$ cat src/rtl/poly_song_reader_pkg.sv
`default_nettype none
// ============================================================================
//  Module      : poly_song_pkg
//  Description : Shared definitions for the polyphonic song reader: FSM state
//                encoding, ROM word field offset helpers and the lowest-index
//                voice selector.
//  Ports       : none (package)
//  Revision    : 1.0 - initial release
// ============================================================================
package poly_song_pkg;

    // Explicitly sized, explicitly valued state encoding.
    typedef enum logic [3:0] {
        S_IDLE     = 4'd0,
        S_FETCH    = 4'd1,
        S_WAIT_ROM = 4'd2,
        S_DECODE   = 4'd3,
        S_DISPATCH = 4'd4,
        S_REST     = 4'd5,
        S_NEXT     = 4'd6,
        S_END      = 4'd7,
        S_DONE     = 4'd8
    } state_t;

    // ROM word layout, LSB first: meta, duration, note, advance.
    localparam int c_meta_lsb = 0;

    // The selector works on a fixed-width vector; voice count must not exceed it.
    localparam int c_max_voices = 32;

    function automatic int dur_lsb(input int meta_w);
        return meta_w;
    endfunction

    function automatic int note_lsb(input int meta_w, input int dur_w);
        return meta_w + dur_w;
    endfunction

    function automatic int adv_bit(input int meta_w, input int dur_w, input int note_w);
        return meta_w + dur_w + note_w;
    endfunction

    // Isolates the lowest set bit (two's-complement trick): v & -v.
    function automatic logic [c_max_voices-1:0] lowest_onehot(input logic [c_max_voices-1:0] v);
        return v & (~v + {{(c_max_voices-1){1'b0}}, 1'b1});
    endfunction

endpackage
`default_nettype wire

$ cat src/rtl/poly_song_reader_beat_counter.sv
`default_nettype none
// ============================================================================
//  Module      : beat_counter
//  Description : Loadable down-counter that measures rest lengths in beats.
//                A load takes priority over counting; counting only happens on
//                an enabled beat and saturates at zero.
//  Ports       : clk      - system clock
//                reset    - synchronous active-high reset
//                load_i   - load value_i into the counter
//                value_i  - load value (beats)
//                beat_i   - one-cycle beat pulse
//                en_i     - count enable (gates beat_i)
//                zero_o   - counter value after this cycle's update is zero
//  Revision    : 1.0 - initial release
// ============================================================================
module beat_counter #(
    parameter int WIDTH = 6
) (
    input  logic             clk,
    input  logic             reset,
    input  logic             load_i,
    input  logic [WIDTH-1:0] value_i,
    input  logic             beat_i,
    input  logic             en_i,
    output logic             zero_o
);

    logic [WIDTH-1:0] cnt_q;
    logic [WIDTH-1:0] cnt_d;

    always_comb begin
        cnt_d = cnt_q;
        if (load_i) begin
            cnt_d = value_i;
        end else if (en_i && beat_i && (cnt_q != '0)) begin
            cnt_d = cnt_q - 1'b1;
        end
    end

    always_ff @(posedge clk) begin
        if (reset) begin
            cnt_q <= '0;
        end else begin
            cnt_q <= cnt_d;
        end
    end

    // Looks at the next value so the owner can leave on the very beat that
    // empties the counter rather than one cycle later.
    assign zero_o = (cnt_d == '0);

endmodule
`default_nettype wire

$ cat src/rtl/poly_song_reader.sv
`default_nettype none
// ============================================================================
//  Module      : poly_song_reader
//  Description : Walks a song held in an external synchronous ROM and hands
//                note events to the lowest-index free player voice. Rest
//                entries are timed on the beat counter. Supports pause, loop
//                mode and a clean restart when the song select changes.
//  Ports       : clk, reset        - clock, synchronous active-high reset
//                play              - 1 run / 0 pause
//                loop_en           - restart at address 0 instead of finishing
//                song              - song select
//                beat              - one-cycle beat pulse
//                player_available  - per-voice ready
//                rom_addr          - {song_q, addr_q}
//                rom_dout          - ROM word {advance, note, duration, meta}
//                note/duration/meta- fields of the last dispatch (registered)
//                new_note          - one-hot dispatch strobe
//                song_done         - one-cycle pulse at song end
//                busy              - not IDLE and not DONE
//  Revision    : 1.0 - initial release
// ============================================================================
module poly_song_reader
    import poly_song_pkg::*;
#(
    parameter int NOTE_W     = 6,
    parameter int DUR_W      = 6,
    parameter int META_W     = 3,
    parameter int ADDR_W     = 7,
    parameter int SONG_W     = 2,
    parameter int NUM_VOICES = 3,
    parameter int ROM_LAT    = 1
) (
    input  logic                              clk,
    input  logic                              reset,
    input  logic                              play,
    input  logic                              loop_en,
    input  logic [SONG_W-1:0]                 song,
    input  logic                              beat,
    input  logic [NUM_VOICES-1:0]             player_available,
    output logic [SONG_W+ADDR_W-1:0]          rom_addr,
    input  logic [NOTE_W+DUR_W+META_W:0]      rom_dout,
    output logic [NOTE_W-1:0]                 note,
    output logic [DUR_W-1:0]                  duration,
    output logic [META_W-1:0]                 meta,
    output logic [NUM_VOICES-1:0]             new_note,
    output logic                              song_done,
    output logic                              busy
);

    localparam int c_word_w   = 1 + NOTE_W + DUR_W + META_W;
    localparam int c_dur_lsb  = dur_lsb(META_W);
    localparam int c_note_lsb = note_lsb(META_W, DUR_W);
    localparam int c_adv_bit  = adv_bit(META_W, DUR_W, NOTE_W);
    localparam int c_lat_w    = $clog2(ROM_LAT + 1);

    state_t                  state_q, state_d;
    logic [ADDR_W-1:0]       addr_q,  addr_d;
    logic [SONG_W-1:0]       song_q,  song_d;
    logic [c_word_w-1:0]     word_q,  word_d;
    logic [c_lat_w-1:0]      lat_q,   lat_d;
    logic [NOTE_W-1:0]       note_q,  note_d;
    logic [DUR_W-1:0]        dur_q,   dur_d;
    logic [META_W-1:0]       meta_q,  meta_d;

    logic                    w_busy;
    logic                    w_song_chg;
    logic [NUM_VOICES-1:0]   w_grant;
    logic [NUM_VOICES-1:0]   w_new_note;
    logic                    w_song_done;
    logic                    w_tmr_load;
    logic [DUR_W-1:0]        w_tmr_value;
    logic                    w_tmr_en;
    logic                    w_tmr_zero;

    logic                    w_adv;
    logic [NOTE_W-1:0]       w_note;
    logic [DUR_W-1:0]        w_dur;
    logic [META_W-1:0]       w_meta;

    assign w_adv  = word_q[c_adv_bit];
    assign w_note = word_q[c_note_lsb +: NOTE_W];
    assign w_dur  = word_q[c_dur_lsb  +: DUR_W];
    assign w_meta = word_q[c_meta_lsb +: META_W];

    assign w_busy     = (state_q != S_IDLE) && (state_q != S_DONE);
    // A song change outranks every other event in the same cycle.
    assign w_song_chg = w_busy && play && (song != song_q);
    assign w_grant    = NUM_VOICES'(lowest_onehot(c_max_voices'(player_available)));
    assign w_tmr_en   = play && (state_q == S_REST) && !w_song_chg;

    beat_counter #(
        .WIDTH (DUR_W)
    ) u_beat_counter (
        .clk     (clk),
        .reset   (reset),
        .load_i  (w_tmr_load),
        .value_i (w_tmr_value),
        .beat_i  (beat),
        .en_i    (w_tmr_en),
        .zero_o  (w_tmr_zero)
    );

    always_comb begin
        state_d     = state_q;
        addr_d      = addr_q;
        song_d      = song_q;
        word_d      = word_q;
        lat_d       = lat_q;
        note_d      = note_q;
        dur_d       = dur_q;
        meta_d      = meta_q;
        w_new_note  = '0;
        w_song_done = 1'b0;
        w_tmr_load  = 1'b0;
        w_tmr_value = '0;

        if (w_song_chg) begin
            song_d     = song;
            addr_d     = '0;
            w_tmr_load = 1'b1;
            state_d    = S_FETCH;
        end else if (!play) begin
            // Paused: everything holds, except DONE which waits for play to fall.
            if (state_q == S_DONE) begin
                state_d = S_IDLE;
            end
        end else begin
            case (state_q)
                S_IDLE: begin
                    song_d  = song;
                    addr_d  = '0;
                    state_d = S_FETCH;
                end
                S_FETCH: begin
                    lat_d   = c_lat_w'(ROM_LAT);
                    state_d = S_WAIT_ROM;
                end
                S_WAIT_ROM: begin
                    if (lat_q <= c_lat_w'(1)) begin
                        lat_d   = '0;
                        word_d  = rom_dout;
                        state_d = S_DECODE;
                    end else begin
                        lat_d = lat_q - 1'b1;
                    end
                end
                S_DECODE: begin
                    if (word_q == '0) begin
                        state_d = S_END;
                    end else if (w_adv) begin
                        if (w_dur == '0) begin
                            state_d = S_NEXT;
                        end else begin
                            w_tmr_load  = 1'b1;
                            w_tmr_value = w_dur;
                            state_d     = S_REST;
                        end
                    end else begin
                        state_d = S_DISPATCH;
                    end
                end
                S_DISPATCH: begin
                    if (|player_available) begin
                        w_new_note = w_grant;
                        note_d     = w_note;
                        dur_d      = w_dur;
                        meta_d     = w_meta;
                        state_d    = S_NEXT;
                    end
                end
                S_REST: begin
                    if (w_tmr_zero) begin
                        state_d = S_NEXT;
                    end
                end
                S_NEXT: begin
                    // The last word routes to END so the address never wraps.
                    if (&addr_q) begin
                        state_d = S_END;
                    end else begin
                        addr_d  = addr_q + 1'b1;
                        state_d = S_FETCH;
                    end
                end
                S_END: begin
                    if (loop_en) begin
                        addr_d  = '0;
                        state_d = S_FETCH;
                    end else begin
                        w_song_done = 1'b1;
                        state_d     = S_DONE;
                    end
                end
                S_DONE: begin
                    state_d = S_DONE;
                end
                default: begin
                    state_d = S_IDLE;
                end
            endcase
        end
    end

    always_ff @(posedge clk) begin
        if (reset) begin
            state_q <= S_IDLE;
            addr_q  <= '0;
            song_q  <= '0;
            word_q  <= '0;
            lat_q   <= '0;
            note_q  <= '0;
            dur_q   <= '0;
            meta_q  <= '0;
        end else begin
            state_q <= state_d;
            addr_q  <= addr_d;
            song_q  <= song_d;
            word_q  <= word_d;
            lat_q   <= lat_d;
            note_q  <= note_d;
            dur_q   <= dur_d;
            meta_q  <= meta_d;
        end
    end

    assign rom_addr  = {song_q, addr_q};
    assign note      = note_q;
    assign duration  = dur_q;
    assign meta      = meta_q;
    assign new_note  = w_new_note;
    assign song_done = w_song_done;
    assign busy      = w_busy;

endmodule
`default_nettype wire
$ cat config.mk
export PLATFORM = sky130hd
export DESIGN_NAME = poly_song_reader
export DESIGN_NICKNAME = d
export VERILOG_FILES = /design/src/rtl/poly_song_reader_pkg.sv /design/src/rtl/poly_song_reader_beat_counter.sv /design/src/rtl/poly_song_reader.sv
export SDC_FILE = /design/constraint.sdc
export NUM_CORES = 1
export LEC_CHECK = 0
export CAP_MARGIN = 20
export CORE_ASPECT_RATIO = 0.9
export CORE_UTILIZATION = 30
export CTS_CLUSTER_DIAMETER = 100
export DETAILED_ROUTE_END_ITERATION = 8
export HOLD_SLACK_MARGIN = 0.03
export MAX_ROUTING_LAYER = met4
export SYNTH_ARGS = -nofsm -noshare
export SYNTH_HDL_FRONTEND = slang
export SYNTH_SLANG_ARGS = --single-unit
$ cat constraint.sdc
create_clock -name clk -period 7.2 [get_ports clk]
set_input_delay 0.72 -clock clk [delete_from_list [all_inputs] [get_ports clk]]
set_output_delay 0.72 -clock clk [all_outputs]
set_load 0.05 [all_outputs]
Yosys cells after proc, flatten, opt, wreduce, memory -nomap -nowiden
Cells that the tools add are included.
- output and inout port bits: 29
- logic and storage cells: 108
- register bits after elaboration: 51
- input bits: 26
- bitwise operators: 3
- reductions and logical operators: 30
- $add $sub $neg: 4
- eq/ne operators: 18
- order comparisons: 1
- multiplexer cells: 42
- operators with widths (kind ; number):
    $mux W6 ; 8
    $pmux W4 S9 ; 1
    $mux W4 ; 8
    $pmux W7 S3 ; 1
    $reduce_and A4 Y1 ; 5
    $eq A4 B3 Y1 const B ; 4
    $logic_not A16 Y1 ; 1
    $mux W3 ; 5
    $mux W7 ; 2
    $logic_not A6 Y1 ; 2
    $mux W1 ; 12
    $ne A4 B4 Y1 const B ; 3
    $eq A4 B2 Y1 const B ; 2
    $mux W2 ; 4
    $reduce_bool A2 Y1 ; 4
    $add A7 B1 Y7 const B ; 1
    $logic_and A1 B1 Y1 ; 7
    $reduce_and A7 Y1 ; 1
    $ne A3 B3 Y1 const B ; 2
    $reduce_bool A3 Y1 ; 2
    $reduce_bool A6 Y1 ; 1
    $sub A6 B1 Y6 const B ; 1
    $eq A4 B1 Y1 const B ; 1
    $eq A4 B4 Y1 const B ; 1
    18 further kinds ; 19

Depth between registers and ports, before layout
Gate-level depths: netlist of the first run.
- word-level depth: 15
- depth in mapped cells: 10
- depth with buffers taken out: 9

Cells and area by module
A second synthesis of the first run with hierarchy kept.
- cell total of the unflattened synthesis: 301
- area, all modules: 2514.9 µm²
- by module, submodules not included (module ; instances ; cells each ; area each (µm²) ; seq. area each (µm²)):
    poly_song_reader ; 1 ; 247 ; 2072.0 ; 880.8
    beat_counter ; 1 ; 54 ; 442.9 ; 120.1

Worst setup path after synthesis of the first run
OpenSTA, ideal clock, no wires.
- path kind: input to output
- from: input song[1]
- to: output song_done
- data arrival time: 2.924 ns
- required time: 6.480 ns
- buffers on the path: 1
- setup slack: 3.556 ns
- cell stages on the path: 5
- path through: xor2_1 -> nor2_1 -> clkbuf_1 -> nand2_1 -> nor4_1
- cells in the longest elaborated chain, start to end: 3
- ends and longest elaborated chain (what ; RTL line ; RTL):
    start: declaration ; poly_song_reader.sv:37 ; input logic [SONG_W-1:0] song,
    $ne A2 B2 Y1 ; poly_song_reader.sv:87 ; assign w_song_chg = w_busy && play && (song != song_q);
    $logic_and A1 B1 Y1 ; poly_song_reader.sv:87 ;
    $mux W1 ; poly_song_reader.sv:117 ; if (w_song_chg) begin
    end: declaration ; poly_song_reader.sv:46 ; output logic song_done,
Every way passes these cells.

Worst setup path in the final report of the first run
- from: input song[0]
- to: output new_note[2]
- cells in the longest elaborated chain, start to end: 3
- ends and longest elaborated chain (what ; RTL line ; RTL):
    $ne A2 B2 Y1 ; poly_song_reader.sv:87 ;
    $logic_and A1 B1 Y1 ; poly_song_reader.sv:87 ;
    $mux W3 ; poly_song_reader.sv:117 ;
    end: declaration ; poly_song_reader.sv:45 ; output logic [NUM_VOICES-1:0] new_note,
Every way passes these cells.

==> metrics.txt, run 1 <==
Slew Viols, Final 0; global-route wire length before repair 11100 µm; Total Power 0.000541 W; Internal Pwr Total 0.000383 W; hpwl dp 5020 µm; Arr. time, crit path 3.64 ns; syn avg cell area 8.05 µm²; CP Capture Type output port; crit path cell chain clkdlybuf4s50_1 -> xor2_1 -> nor2_1 -> nand2_1 -> nor3_1 -> and3_1 -> clkdlybuf4s50_1; Register-to-Register Path Depth 7; antenna violations before repair 0; area grow syn2layout 28.3%; top-count cell post-synth dfxtp_1; Clock Latency Late Sink 0.32 ns; final cell count without fillers 461; TritonCTS Buffers 5; largest net degree at the start of global routing 43; share of cells above drive strength 1 0.0442; Post-CTS Setup Bufs 0; Rel. slew slack 0.339; gpl congestion 0.983; I/O pins 55; worst slew pin tran 0.983 ns; synth warn 0; Worst R2R End state_q[2]; Clock power frac 0.330; Final TNS setup 0 ns; status completed; drt drc 0; Post-Synthesis Net Count 343; clock sinks 50; setup slack after layout 2.84 ns; Netlist cell types 55; all-layer global routing usage 0.163; number of vias per cell 5.38; crit path max fanout 11; max cap viols 0; cts repair resizes 0; Seq/Total Area, Yosys 0.396; Post-Synth Simple-Gate Area 0.285; FF+latch count, synth 50; CP startpoint kind input pin; htree depth 2; Area contributors post-synth dfxtp_1, nand2_1, mux2i_1, a21oi_1, nor2_1; vias in the first global route 2306; post-route minimum period 4.36 ns; Routed Antenna Nets 0; main combinational cell family by area after synthesis simple AND/OR/NAND/NOR gates; sequential power share 0.529; # diodes 0; Core Area 0.00811 mm²; period utilization 0.606; largest stage delay on the critical path 0.80 ns; NetSw 0.000158 W; final global-route overflow total 0; post-synth top area cell dfxtp_1; die width 98.8 µm; launching point of the worst reg2reg path state_q[0]; most frequent CP cell clkdlybuf4s50_1; mux cell area share after synthesis 0.0678; nets 390; Post-Syn Area 0.00253 mm²; WL final 6880 µm; DP Worst Slack 2.84 ns; Fmax 229 MHz; hold path depth 2; Clock Path Buffers 2; type of the worst setup path in2out; share of synthesized flip-flops with an asynchronous set or reset 0; drt wl/cell 14.9 µm; Worst Hold Launch meta[2]; port bufs 54; hold buffer count at CTS 0; share of the synthesized area in the top cell type 0.396; top cells by count, synth dfxtp_1, nand2_1, nor2_1; complex-gate fraction of the synthesized area 0.166; HP Class reg2reg; Initial Util 0.312; die height 89.1 µm; post-synthesis adder-cell area fraction 0.0149; maximum vdd ir drop 0.0000699 V; CTS tree built; number of synthesized flops with an enable pin 0; Most used DFF post-synth dfxtp_1; FP Rows 31; slowest CP cell clkdlybuf4s50_1; die area 0.00880 mm²; first-pass iteration count of the detailed router 5; Comb power frac 0.141; Vias 2479; Clock transition at path regs 0.09 ns; synthesized instance count 314; Leakage Power 1.22 nW; worst clock skew 0.0128 ns; RSZ-0062 raised after global routing false; setup violators final 0; Net Sw Frac 0.292; clock root cell clkbuf_8; worst hold endpoint meta[2]; DR iter-0 viols 209; power density cells 167 mW/mm²; Synth Area in XOR/XNOR 0.0277; final hold violation count 0; R2R Setup Slk 4.21 ns; DP Cell Count 453; WP data required 6.48 ns
metrics by stage:
stage	cell area, µm²	hold slack [ns]	utilization
CTS	3240	0.462	0.400
global route	3240	0.487	0.400
detailed placement	3150	0.449	0.388
floorplan	2530	0.439	-
finish	3240	0.460	0.400
global placement	3130	0.447	0.386
power by group through the flow:
stage | Sequential [W] | Clock (W) | Combinational (W)
global placement | 0.000293 | 0 | 0.0000749
detailed placement | 0.000292 | 0 | 0.0000752
CTS | 0.000286 | 0.000183 | 0.0000757
global route | 0.000287 | 0.000192 | 0.0000826
floorplan | 0.000290 | 0 | 0.0000478
finish | 0.000286 | 0.000178 | 0.0000764
how the worst max path moves through the flow:
| stage | from | end | slack [ns] | cells after the start |
|---|---|---|---|---|
| 2_1_floorplan | song[1] | song_done | 3.56 | 5 |
| 3_3_place_gp | song[1] | new_note[2] | 2.89 | 7 |
| 3_5_place_dp | song[1] | new_note[2] | 2.84 | 7 |
| 4_1_cts | song[1] | new_note[2] | 2.84 | 7 |
| 5_1_grt | song[1] | new_note[1] | 2.65 | 7 |
| 6_report | song[0] | new_note[2] | 2.84 | 7 |
critical path, delay by kind of cell:
| kind | cells | cell delay [ns] |
|---|---|---|
| and+or+nand+nor | 4 | 1.42 |
| xor gates and xnor gates | 1 | 0.22 |
| buffers and inverters | 2 | 1.28 |
final cells by class:
type,count,area (µm²)
clock buffer,5,68.8
clock inverter,3,28.8
fill,816,4860
inverter,10,37.5
multi-input combinational,238,1420
sequential,50,1000
tap,99,124
timing repair buffer,56,563
routing by layer:
layer	vias to the layer above	share of wire	GRT usage
met5	-	0	-
li1	1225	-	-
met2	89	0.45	0.254
met4	0	0.017	0.0583
met1	1153	0.48	0.217
met3	12	0.057	0.0242
kinds of logic (layout without fill, tap and decap cells):
family | after synthesis | in the layout
flops | 50 | 50
compound gates | 66 | 66
simple gates | 144 | 144
buf+inv | 26 | 74
fa+ha+maj | 3 | 3
xor+xnor | 8 | 8
mux | 17 | 17
cell usage in the layout (no fill, tap or decap), drive strengths merged, types with 3 or more instances in the layout:
cell / instances
clkbuf: 5
nand3: 10
and2: 3
nor2: 34
ha: 3
xor2: 6
clkdlybuf4s50: 54
o21ai: 13
mux2i: 16
a21oi: 29
nand2b: 4
nand4: 6
dfxtp: 50
nand3b: 4
nand2: 48
or4: 3
nor4: 7
and3: 4
a311o: 3
inv: 11
nor3: 7
registers in the layout (all words and copies together) (netlist names):
signal,cells
word_q,16
addr_q,7
u_beat_counter.cnt_q,6
state_q,4
note,6
song_q,2
meta,3
duration,6
Note: power is estimated with default switching activity, not from simulation.
==> run 2: changes to the inputs <==
- clock period: 7.2 -> 4.15 ns (I/O delays scaled with it)
==> metrics.txt, run 2 (same netlist as run 1, synthesis figures left out) <==
Clock Latency Late Sink 0.31 ns (about the same); TritonCTS Buffers 5 (unchanged); nets 392 (+0.51%); global-route wire length before repair 11100 µm (unchanged); power density cells 289 mW/mm² (+73%); die width 98.8 µm (unchanged); launching point of the worst reg2reg path state_q[0]; type of the worst setup path in2out; Net Sw Frac 0.290 (-0.00229); share of cells above drive strength 1 0.0495 (+0.00525); period utilization 0.805; hpwl dp 5020 µm (about the same); DP Cell Count 455 (+0.44%); RSZ-0062 raised after global routing false; most common cell after layout, fill and taps aside clkdlybuf4s50_1; Largest Register word_q; status completed; Fmax 300 MHz; post-route minimum period 3.34 ns; # diodes 0 (unchanged); all-layer global routing usage 0.165 (+0.00211); Comb power frac 0.143 (+0.002); Leakage Power 1.22 nW (+0.53%); Internal Pwr Total 0.000666 W (+74%); fin util 0.401 (+0.000926); worst slew pin tran 0.854 ns (-0.129 ns); Final TNS setup 0 ns (unchanged); vias in the first global route 2221 (-3.7%); maximum vdd ir drop 0.000122 V (+75%); clock root cell clkbuf_8; WHS 0.462 ns (+0.00243 ns); final global-route overflow total 0 (unchanged); gpl congestion 0.926 (-5.8%); Worst Hold Launch duration[2]; Initial Util 0.312 (unchanged); FP Rows 31 (unchanged); clock sinks 50 (unchanged); antenna violations before repair 0 (unchanged); worst clock skew 0.0109 ns (-0.00197 ns); Slew Viols, Final 0 (unchanged); max reg flops 16 (unchanged); cts repair resizes 0 (unchanged); area grow syn2layout 28.6%; WP data required 3.73 ns (-2.75 ns); commonest non-fill, non-tap cells in the layout clkdlybuf4s50_1, dfxtp_1, nand2_1, nor2_1, a21oi_1; Vias 2473 (-0.24%); sequential power share 0.529 (about the same); CTS tree built; Post-CTS Setup Bufs 0 (unchanged); HP Class reg2reg; die height 89.1 µm (unchanged); largest registers word_q x16, addr_q x7; max cap viols 0 (unchanged); DR iter-0 viols 279 (+33%); Rel. slew slack 0.425 (+0.0865); number of vias per cell 5.34 (-0.67%); final hold violation count 0 (unchanged); Clock power frac 0.328 (-0.002); NetSw 0.000272 W (+72%); crit path max fanout 5 (-6); drt wl/cell 14.9 µm (-0.42%); Routed Antenna Nets 0 (unchanged); Core Area 0.00811 mm² (unchanged); Clock transition at path regs 0.10 ns (about the same); Total Power 0.000938 W (+73%); WL final 6880 µm (about the same); port bufs 54 (unchanged); first-pass iteration count of the detailed router 4 (-1); CP Capture Type output port; Critical Path Start song[1]; CP startpoint kind input pin; drt drc 0 (unchanged); hold buffer count at CTS 0 (unchanged); Arr. time, crit path 2.92 ns (-0.72 ns); htree depth 2 (unchanged); setup violators final 0 (unchanged); final cell count without fillers 463 (+0.43%); Clock Path Buffers 2 (unchanged); I/O pins 55 (unchanged); die area 0.00880 mm² (unchanged); largest net degree at the start of global routing 43 (unchanged)
-- run 2: stage by stage --
step	setup slack (ns)	area, µm²
finish	0.811	3250
global route	0.589	3250
CTS	0.826	3250
detailed placement	0.836	3150
global placement	0.869	3150
floorplan	0.816	2530
-- run 2: worst max-delay path, stage by stage --
cell and delay (ns):
clkdlybuf4s50_1 0.47, xor2_1 0.22, nor2_1 0.22, nand2_1 0.10, nor3_1 0.46, and3_1 0.24
clkdlybuf4s50_1 0.79
-- run 2: power by group through the flow --
stage          clock, W  combinational (W)  sequential [W]
3_3_place_gp          0           0.000134        0.000507
5_1_grt        0.000343           0.000145        0.000498
4_1_cts        0.000317           0.000133        0.000496
6_report       0.000308           0.000134        0.000497
2_1_floorplan         0          0.0000830        0.000503
3_5_place_dp          0           0.000132        0.000507
-- run 2: layout make-up --
| type | count | area (µm²) |
|---|---|---|
| fill | 848 | 4860 |
| multi-input combinational | 238 | 1420 |
| sequential | 50 | 1000 |
| timing repair buffer | 58 | 571 |
| tap | 99 | 124 |
| clock buffer | 5 | 68.8 |
| inverter | 10 | 37.5 |
| clock inverter | 3 | 28.8 |
-- run 2: worst paths after layout --
check / endpoint / slack (ns) / cells past startpoint
min reg2reg: duration[2] / 0.46 / 2
max: new_note[2] / 0.81 / 7
min: duration[2] / 0.46 / 2
max reg2reg: state_q[2] / 1.16 / 7
-- run 2: per-layer routing --
layer	global-route usage	vias to the layer above	part of all wire
met5	-	-	0
met4	0.0597	0	0.013
met3	0.0336	6	0.055
met2	0.238	82	0.44
met1	0.229	1157	0.49
li1	-	1228	-
